**config.mk**
```make
export PLATFORM = sky130hd
export DESIGN_NAME = cru_pi_reset_seq_flat
export DESIGN_NICKNAME = d
export VERILOG_FILES = /design/src/rtl/cru_pi_reset_seq_if.sv /design/src/rtl/cru_pi_reset_seq.sv /design/src/flat_wrapper.sv
export SDC_FILE = /design/constraint.sdc
export NUM_CORES = 1
export LEC_CHECK = 0
export BUFFER_PORTS_ARGS = -buffer_cell sky130_fd_sc_hd__buf_2
export CAP_MARGIN = 20
export CORE_MARGIN = 2
export CORE_UTILIZATION = 30
export CTS_CLUSTER_DIAMETER = 50
export DETAILED_ROUTE_END_ITERATION = 16
export SYNTH_ARGS = -nofsm -noshare
export SYNTH_HDL_FRONTEND = slang
export SYNTH_SLANG_ARGS = --single-unit
```
**constraint.sdc**
```tcl
create_clock -name clk -period 3.95 [get_ports clk]
set_input_delay 0.1975 -clock clk [delete_from_list [all_inputs] [get_ports clk]]
set_output_delay 0.1975 -clock clk [all_outputs]
set_load 0.05 [all_outputs]
```
**src/rtl/cru_pi_reset_seq_if.sv**
```systemverilog
// rtl/cru_pi_reset_seq_if.sv - CRU bit inputs and Pi reset sequencer outputs bundle
//
// Purpose: groups the CRU register lines and the sequencer's qualified outputs.
// Signals:
//   cru_bits   [0:3] CRU register outputs (bit0 reset request, bit1 DSR enable, bits2-3 aux)
//   pi_reset_n       active-low reset to the Raspberry Pi
//   dsr_en           synchronized DSR enable, forced off while the Pi is held in reset
//   aux        [0:1] synchronized cru_bits[2:3]
//   busy             high while a reset pulse or its holdoff is in progress
//   pulse_done       one-clk strobe on the final holdoff cycle
//   rst_count  [0:3] reset pulses issued, saturating at 15
// Modports: master drives cru_bits (TI side), slave is the sequencer.
interface cru_pi_reset_seq_if;
    logic [0:3] cru_bits;
    logic       pi_reset_n;
    logic       dsr_en;
    logic [0:1] aux;
    logic       busy;
    logic       pulse_done;
    logic [0:3] rst_count;

    modport master (
        output cru_bits,
        input  pi_reset_n, dsr_en, aux, busy, pulse_done, rst_count
    );

    modport slave (
        input  cru_bits,
        output pi_reset_n, dsr_en, aux, busy, pulse_done, rst_count
    );
endinterface

```
**src/rtl/cru_pi_reset_seq.sv**
```systemverilog
// rtl/cru_pi_reset_seq.sv - CRU bit synchronizer and timed Raspberry Pi reset pulse sequencer
//
// Purpose: brings the TI-99/4A CRU output bits into the clk domain, turns a rising
// edge on bit0 into a RESET_CYCLES-long active-low Pi reset followed by a
// HOLDOFF_CYCLES lockout, and passes bit1 (DSR enable) and bits2-3 (aux) on as levels.
// Ports:
//   clk    CPLD system clock
//   reset  asynchronous active-high reset
//   bus    cru_pi_reset_seq_if.slave (cru_bits in; pi_reset_n, dsr_en, aux, busy,
//          pulse_done, rst_count out)
module cru_pi_reset_seq #(
    parameter int SYNC_STAGES    = 2,
    parameter int CNT_W          = 16,
    parameter int RESET_CYCLES   = 1000,
    parameter int HOLDOFF_CYCLES = 500
) (
    input  logic                      clk,
    input  logic                      reset,
    cru_pi_reset_seq_if.slave         bus
);

    localparam logic [CNT_W-1:0] RESET_LOAD = CNT_W'(RESET_CYCLES - 1);
    localparam logic [CNT_W-1:0] HOLD_LOAD  = CNT_W'(HOLDOFF_CYCLES - 1);
    localparam logic [2:0]       WARM_LAST  = 3'(SYNC_STAGES + 1);

    typedef enum logic [1:0] {IDLE, ASSERT, HOLDOFF} state_t;

    logic [0:3]       sync_q [SYNC_STAGES];
    logic [0:3]       synced;
    logic             edge_q;
    logic [2:0]       warm_q;
    logic             warm_done;
    logic             req_rise;

    state_t           state_q, state_d;
    logic [CNT_W-1:0] cnt_q, cnt_d;
    logic             pending_q, pending_d;
    logic [3:0]       rst_count_q, rst_count_d;
    logic             pi_reset_n_q;
    logic             enter_assert;
    logic             pulse_done;

    assign synced    = sync_q[SYNC_STAGES-1];
    assign warm_done = (warm_q == WARM_LAST);
    // The warm-up gate stops a bit0 that is already high at reset release from
    // looking like a rising edge while the chain and edge flop fill.
    assign req_rise  = synced[0] & ~edge_q & warm_done;

    always_ff @(posedge clk or posedge reset) begin
        if (reset) begin
            for (int s = 0; s < SYNC_STAGES; s++) sync_q[s] <= '0;
            edge_q <= 1'b0;
            warm_q <= '0;
        end else begin
            sync_q[0] <= bus.cru_bits;
            for (int s = 1; s < SYNC_STAGES; s++) sync_q[s] <= sync_q[s-1];
            edge_q <= synced[0];
            if (!warm_done) warm_q <= warm_q + 3'd1;
        end
    end

    always_ff @(posedge clk or posedge reset) begin
        if (reset) begin
            state_q      <= IDLE;
            cnt_q        <= '0;
            pending_q    <= 1'b0;
            rst_count_q  <= '0;
            pi_reset_n_q <= 1'b1;
        end else begin
            state_q      <= state_d;
            cnt_q        <= cnt_d;
            pending_q    <= pending_d;
            rst_count_q  <= rst_count_d;
            // Registered from the next state so the Pi reset line never glitches.
            pi_reset_n_q <= (state_d != ASSERT);
        end
    end

    always_comb begin
        state_d      = state_q;
        cnt_d        = cnt_q;
        pending_d    = pending_q;
        enter_assert = 1'b0;
        pulse_done   = 1'b0;
        case (state_q)
            IDLE: begin
                if (req_rise) begin
                    state_d      = ASSERT;
                    cnt_d        = RESET_LOAD;
                    enter_assert = 1'b1;
                end
            end
            ASSERT: begin
                // Requests here are dropped on purpose: the pulse is never stretched.
                if (cnt_q == '0) begin
                    state_d = HOLDOFF;
                    cnt_d   = HOLD_LOAD;
                end else begin
                    cnt_d = cnt_q - 1'b1;
                end
            end
            HOLDOFF: begin
                if (req_rise) pending_d = 1'b1;
                if (cnt_q == '0) begin
                    pulse_done = 1'b1;
                    if (pending_q || req_rise) begin
                        state_d      = ASSERT;
                        cnt_d        = RESET_LOAD;
                        pending_d    = 1'b0;
                        enter_assert = 1'b1;
                    end else begin
                        state_d = IDLE;
                    end
                end else begin
                    cnt_d = cnt_q - 1'b1;
                end
            end
            default: begin
                state_d   = IDLE;
                cnt_d     = '0;
                pending_d = 1'b0;
            end
        endcase
        rst_count_d = rst_count_q;
        if (enter_assert && rst_count_q != 4'd15) rst_count_d = rst_count_q + 4'd1;
    end

    assign bus.pi_reset_n = pi_reset_n_q;
    assign bus.dsr_en     = synced[1] & (state_q != ASSERT);
    assign bus.aux        = synced[2:3];
    // busy drops together with pulse_done unless the final holdoff cycle re-arms ASSERT.
    assign bus.busy       = (state_q != IDLE) && (state_d != IDLE);
    assign bus.pulse_done = pulse_done;
    assign bus.rst_count  = rst_count_q;

endmodule
```
**src/flat_wrapper.sv**
```systemverilog
// flat-port wrapper written by rule: the top's interface ports become plain ports
module cru_pi_reset_seq_flat 
#(
    parameter int SYNC_STAGES    = 2,
    parameter int CNT_W          = 16,
    parameter int RESET_CYCLES   = 1000,
    parameter int HOLDOFF_CYCLES = 500
)
  (clk, reset, bus_cru_bits, bus_pi_reset_n, bus_dsr_en, bus_aux, bus_busy, bus_pulse_done, bus_rst_count);
  cru_pi_reset_seq_if bus_i ();
  input  logic clk;
  input  logic reset;
  input wire logic [$bits(bus_i.cru_bits)-1:0] bus_cru_bits;
  output wire logic [$bits(bus_i.pi_reset_n)-1:0] bus_pi_reset_n;
  output wire logic [$bits(bus_i.dsr_en)-1:0] bus_dsr_en;
  output wire logic [$bits(bus_i.aux)-1:0] bus_aux;
  output wire logic [$bits(bus_i.busy)-1:0] bus_busy;
  output wire logic [$bits(bus_i.pulse_done)-1:0] bus_pulse_done;
  output wire logic [$bits(bus_i.rst_count)-1:0] bus_rst_count;
  assign bus_i.cru_bits = bus_cru_bits;
  assign bus_pi_reset_n = bus_i.pi_reset_n;
  assign bus_dsr_en = bus_i.dsr_en;
  assign bus_aux = bus_i.aux;
  assign bus_busy = bus_i.busy;
  assign bus_pulse_done = bus_i.pulse_done;
  assign bus_rst_count = bus_i.rst_count;
  cru_pi_reset_seq #(.SYNC_STAGES(SYNC_STAGES), .CNT_W(CNT_W), .RESET_CYCLES(RESET_CYCLES), .HOLDOFF_CYCLES(HOLDOFF_CYCLES)) u_core (.clk(clk), .reset(reset), .bus(bus_i));
endmodule
```
## Word level (Yosys, flattened, before mapping)

Index checks and enable logic that the tools add are counted.

- Register bits: 36
- Input bits: 6
- Output and inout bits: 10
- Word-level logic and storage cells: 53

- Add/sub/neg operators: 3
- Eq/ne operators: 8
- Multiplexer cells: 20
- Bitwise operators: 4
- Reduce and logical (&&, ||, !) cells: 9

Operators by type and width:

| operator | count |
|---|---|
| $mux 16 | 4 |
| $pmux 16 s3 | 1 |
| $logic_not 16->1 | 1 |
| $sub 16x1->16 const B | 1 |
| $mux 1 | 9 |
| $mux 2 | 3 |
| $ne 2x1->1 const B | 3 |
| $pmux 2 s3 | 1 |
| $add 4x1->4 const B | 1 |
| $ne 4x4->1 const B | 1 |
| $pmux 1 s2 | 2 |
| $reduce_bool 2->1 | 2 |
| $add 3x1->3 const B | 1 |
| $and 1x1->1 | 3 |
| $eq 3x2->1 const B | 1 |
| $ne 3x3->1 const B | 1 |
| $eq 2x1->1 const B | 1 |
| $eq 2x2->1 const B | 1 |
| $logic_and 1x1->1 | 2 |
| $logic_not 2->1 | 1 |
| $reduce_and 2->1 | 1 |
| $reduce_or 2->1 | 1 |
| $logic_or 1x1->1 | 1 |
| $not 1->1 | 1 |

## Logic depth before layout (Yosys ltp)

- Depth after elaboration: 9
- Depth in mapped cells: 9
- Mapped depth without buffers: 7

## Least setup slack after synthesis

Ideal clock, no wire load.

- Kind: register -> register
- From: register u_core.cnt_q[0]
- To: register u_core.rst_count_q[1], in the netlist u_core.bus.rst_count[2]
- Library setup time: 125 ps
- Arrival time: 1941 ps
- Data required time: 3825 ps
- Path slack: 1885 ps
- Stages on the path, launching flop included: 7
- Buffers on the path: 0
- Period minus slack after synthesis: 2065 ps
- Cells stage by stage: dfrtp_1 -> inv_1 -> ha_1 -> nor4b_4 -> nand4_2 -> a2111oi_4 -> mux2_2

- Longest elaborated chain between the ends: 4

Ends and longest elaborated chain:

| item | RTL line | text |
|---|---|---|
| start: declaration | cru_pi_reset_seq.sv:36 | `logic [CNT_W-1:0] cnt_q, cnt_d;` |
| start signal: assignment | cru_pi_reset_seq.sv:71 | `cnt_q <= cnt_d;` |
| $logic_not 16->1 | cru_pi_reset_seq.sv:104 | `if (cnt_q == '0) begin` |
| $mux 1 | cru_pi_reset_seq.sv:104 |  |
| $pmux 1 s2 | cru_pi_reset_seq.sv:85 | `case (state_q)` |
| $logic_and 1x1->1 | cru_pi_reset_seq.sv:125 | `if (enter_assert && rst_count_q != 4'd15) rst_count_d = rst_count_q + 4'd1;` |
| end signal: assignment | cru_pi_reset_seq.sv:73 | `rst_count_q <= rst_count_d;` |
| end: declaration | cru_pi_reset_seq.sv:38 | `logic [3:0] rst_count_q, rst_count_d;` |

No other way between the ends.
A chain may end at the register's enable or synchronous reset.

## Final worst setup path

- From: register u_core.cnt_q[0]
- To: register u_core.cnt_q[0]

- Longest elaborated chain between the ends: 3
- Elaborated cells between the ends (all ways): 7
- Classes of those cells: add/sub (1); eq/ne (1); mux (3); reduce/logical (2)

Ends and longest elaborated chain:

| item | RTL line |
|---|---|
| $sub 16x1->16 / $logic_not 16->1 (equally long branches) | - |
| $mux 16 (tied with other cells) | cru_pi_reset_seq.sv:104 |
| $pmux 16 s3 / $reduce_and 2->1 (equally long branches) | - |

Several ways; a longest one is shown, not always the timed one.

==> flow_summary.yaml <==
logic_synthesis:
  synthCells: 167
  synth_warnings: 0
  async_reset_ff_share_pct: 100
  syn_nets: 178
  syn-cell-area_sq_um: 1850
  synth_edf_count: 0
  synth_seq_cells: 36
  yosys_most_used_dff: "dfrtp_1"
  synth_cell_types: 55
  ys_seq_area_share_pct: 48.8
  avgSynthCellArea_sq_um: 11.1
power_and_ir_drop:
  switching_share_pct: 36.3
  p_switching_uw: 453
  p_per_area_nw_per_um2: 591
  combPwrFrac_pct: 28.5
  p_int_uw: 795
  p_clk_share_pct: 25.6
  ir_drop_v: 0.000320
  p_total_mw: 1.25
  p_leak_nw: 0.905
  share_seq_of_total_power_pct: 45.9
sta:
  worst_pin_slew_ps: 736
  grt_setup_unrepaired: "false"
  fin_ws_ps: 1420
  setup_viol: 0
  tns_ps: 0
  period_share_pct: 64.1
  finClkSkew_ps: 8.04
  fmax_ghz: 0.395
  relSlewSlack_pct: 50.8
  period_minus_slack_ps: 2530
  holdWs_ps: -1.39
  slew_violations: 0
  finalHoldViolCount: 4
placed_design:
  dp_cells: 251
  gp_congestion: 0.801
  portBuffers: 15
  hpwl_mm: 2.59
  post-place-ws_ps: 1440
  postPlaceCellArea_sq_um: 1970
die:
  core_area_sq_um: 5920
  rows: 28
  num_io_pins: 16
  die_area_sq_um: 6800
  start_util_pct: 31.2
  dieWidth_microns: 82.5
  die_h_microns: 82.5
layout:
  nNetsFinal: 197
  stdcell_count: 262
  utilization_pct: 35.7
  syn_to_final_growth_pct: 14.3
  drive_above_1_share_pct: 23.0
  final_cell_mix: "dfrtp_1, buf_2, a21oi_1, nor2_1, nand2_1"
  final_common_cell: "dfrtp_1"
  n_antenna_cell: 0
  final_cell_area_sq_um: 2110
routing:
  wire_per_inst_microns: 14.0
  route.detailed.drc: 0
  vias: 1365
  wl_mm: 3.66
  first_pass_iters: 4
  drt_iter0_markers: 74
  drtAntennaViolNets: 0
  via_per_inst: 5.21
clocking:
  htreeDepth: 2
  clock_sinks: 36
  cts.path.max_buffers: 2
  cts.clk_slew.worst_paths_ps: 80
  cts_setup_buffers: 0
  cts_buffers: 5
  cts_tree: "done"
  clk_latency_ps: 290
  cts_root_buf: "clkbuf_8"
worst_setup_path:
  cp_max_fo: 13
  arrival_ps: 2710
  cpPeakStageDelay_ps: 690
  setup.worst_path.start_class: "register"
  crit_type: "reg2reg"
  crit_chain: "inv_1, ha_1, nor4b_4, nand4_2, a211oi_2, buf_4, a221oi_1, a21o_1"
  worstSetupEndpointType: "register"
  critPathSlowestCell: "a211oi_2"
  required_ps: 4130
outcome:
  violations: "negative hold slack"
  status: "finished with violations"
global_route:
  grt_antenna_before_repair: 0
  track_usage_pct: 12.4
  grt_max_degree: 37
  grt_pass1_vias: 1329
  grt_pass1_wl_mm: 6.34
  overflow: 0
flow_run:
  max-cap-violations: 0
min_path:
  hp-class: "in2async"
## path summary, 6_finish.rpt
check | cells after the start | slack (ps) | from | endpoint
setup / recovery | 8 | 1420 | u_core.cnt_q[0]$_DFFE_PP0P_ | u_core.cnt_q[0]$_DFFE_PP0P_
hold / removal | 3 | -1 | reset | u_core.cnt_q[7]$_DFFE_PP0P_
setup reg to reg | 8 | 1420 | u_core.cnt_q[0]$_DFFE_PP0P_ | u_core.cnt_q[0]$_DFFE_PP0P_
hold reg to reg | 0 | 350 | u_core.sync_q[4]$_DFF_PP0_ | u_core.synced[3]$_DFF_PP0_
max in group asynchronous | 3 | 3600 | reset | u_core.bus.pi_reset_n$_DFF_PP1_
min in group clk | 1 | 10 | bus_cru_bits[1] | u_core.sync_q[5]$_DFF_PP0_
## cell usage after synthesis, drive strengths merged, types with 2 or more instances
library cell,n,area [sq um]
a211oi,2,25.0
a21o,2,15.0
a21oi,12,60.1
a22o,3,27.5
and3,2,12.5
buf,7,57.5
dfrtp,35,876
ha,5,62.6
inv,8,30.0
mux2,2,22.5
nand2,9,33.8
nand2b,3,18.8
nand3,5,25.0
nand3b,2,15.0
nand4,6,50.0
nor2,9,33.8
nor4,4,46.3
o21ai,7,35.0
o31ai,6,45.0
o41ai,2,17.5
or2,2,12.5
or3,3,18.8
or4,6,50.1
xnor2,3,26.3
xor2,2,17.5
## flip-flops by register name, summed over array words and instances (netlist names)
signal and count:
u_core.pending_q 1, u_core.warm_q 3, u_core.bus.rst_count 4, u_core.sync_q 4
u_core.state_q 2, u_core.edge_q 1, u_core.synced 4, u_core.bus.pi_reset_n 1
u_core.cnt_q 16
## logic make-up after synthesis
kind of cell             after synthesis  synth area share (%)
AND/OR/NAND/NOR                       56                  20.1
AO/OA/AOI/OAI                         46                  18.6
flip-flops                            36                  48.8
buffers and inverters                 16                  4.94
XOR/XNOR                               5                  2.37
adder cells (fa/ha/maj)                5                  3.39
multiplexers                           3                  1.76
## worst max-delay path: cells and delay by family, from the launching register on
family | cells | cell delay [ps]
and+or+nand+nor | 2 | 490
buffers and inverters | 2 | 410
adders and majority gates | 1 | 150
AOI/OAI and AO/OA | 3 | 950
DFF | 1 | 420
## per-layer routing
layer / vias up / routed length [microns] / GRT usage (%)
li1: 673 / - / -
met1: 662 / 1730 / 15.9
met2: 22 / 1740 / 20.2
met3: 8 / 123 / 3.15
met4: 0 / 61 / 4.83
met5: - / 0 / 0
## what timing repair did
item,in CTS,in global routing
endpoints found under the hold margin,1,2
hold buffers,1,2
gates resized for setup,0,0
## power groups by stage
stage | Clock (mW) | Combinational, mW | Sequential (mW)
after floorplan | 0 | 0.280 | 0.575
after global placement | 0 | 0.347 | 0.575
after detailed placement | 0 | 0.352 | 0.578
after CTS | 0.330 | 0.356 | 0.571
after global routing | 0.344 | 0.402 | 0.589
final | 0.320 | 0.355 | 0.573
## layout make-up
type | instances | area [sq um]
Tap cell | 75 | 93.8
Timing Repair Buffer | 20 | 120
Clock buffer | 5 | 68.8
Multi-Input combinational cell | 115 | 853
Inverter | 8 | 30.0
Clock inverter | 3 | 42.5
Fill cell | 574 | 3810
Sequential cell | 36 | 902
Note: power is estimated with default switching activity, not from simulation.
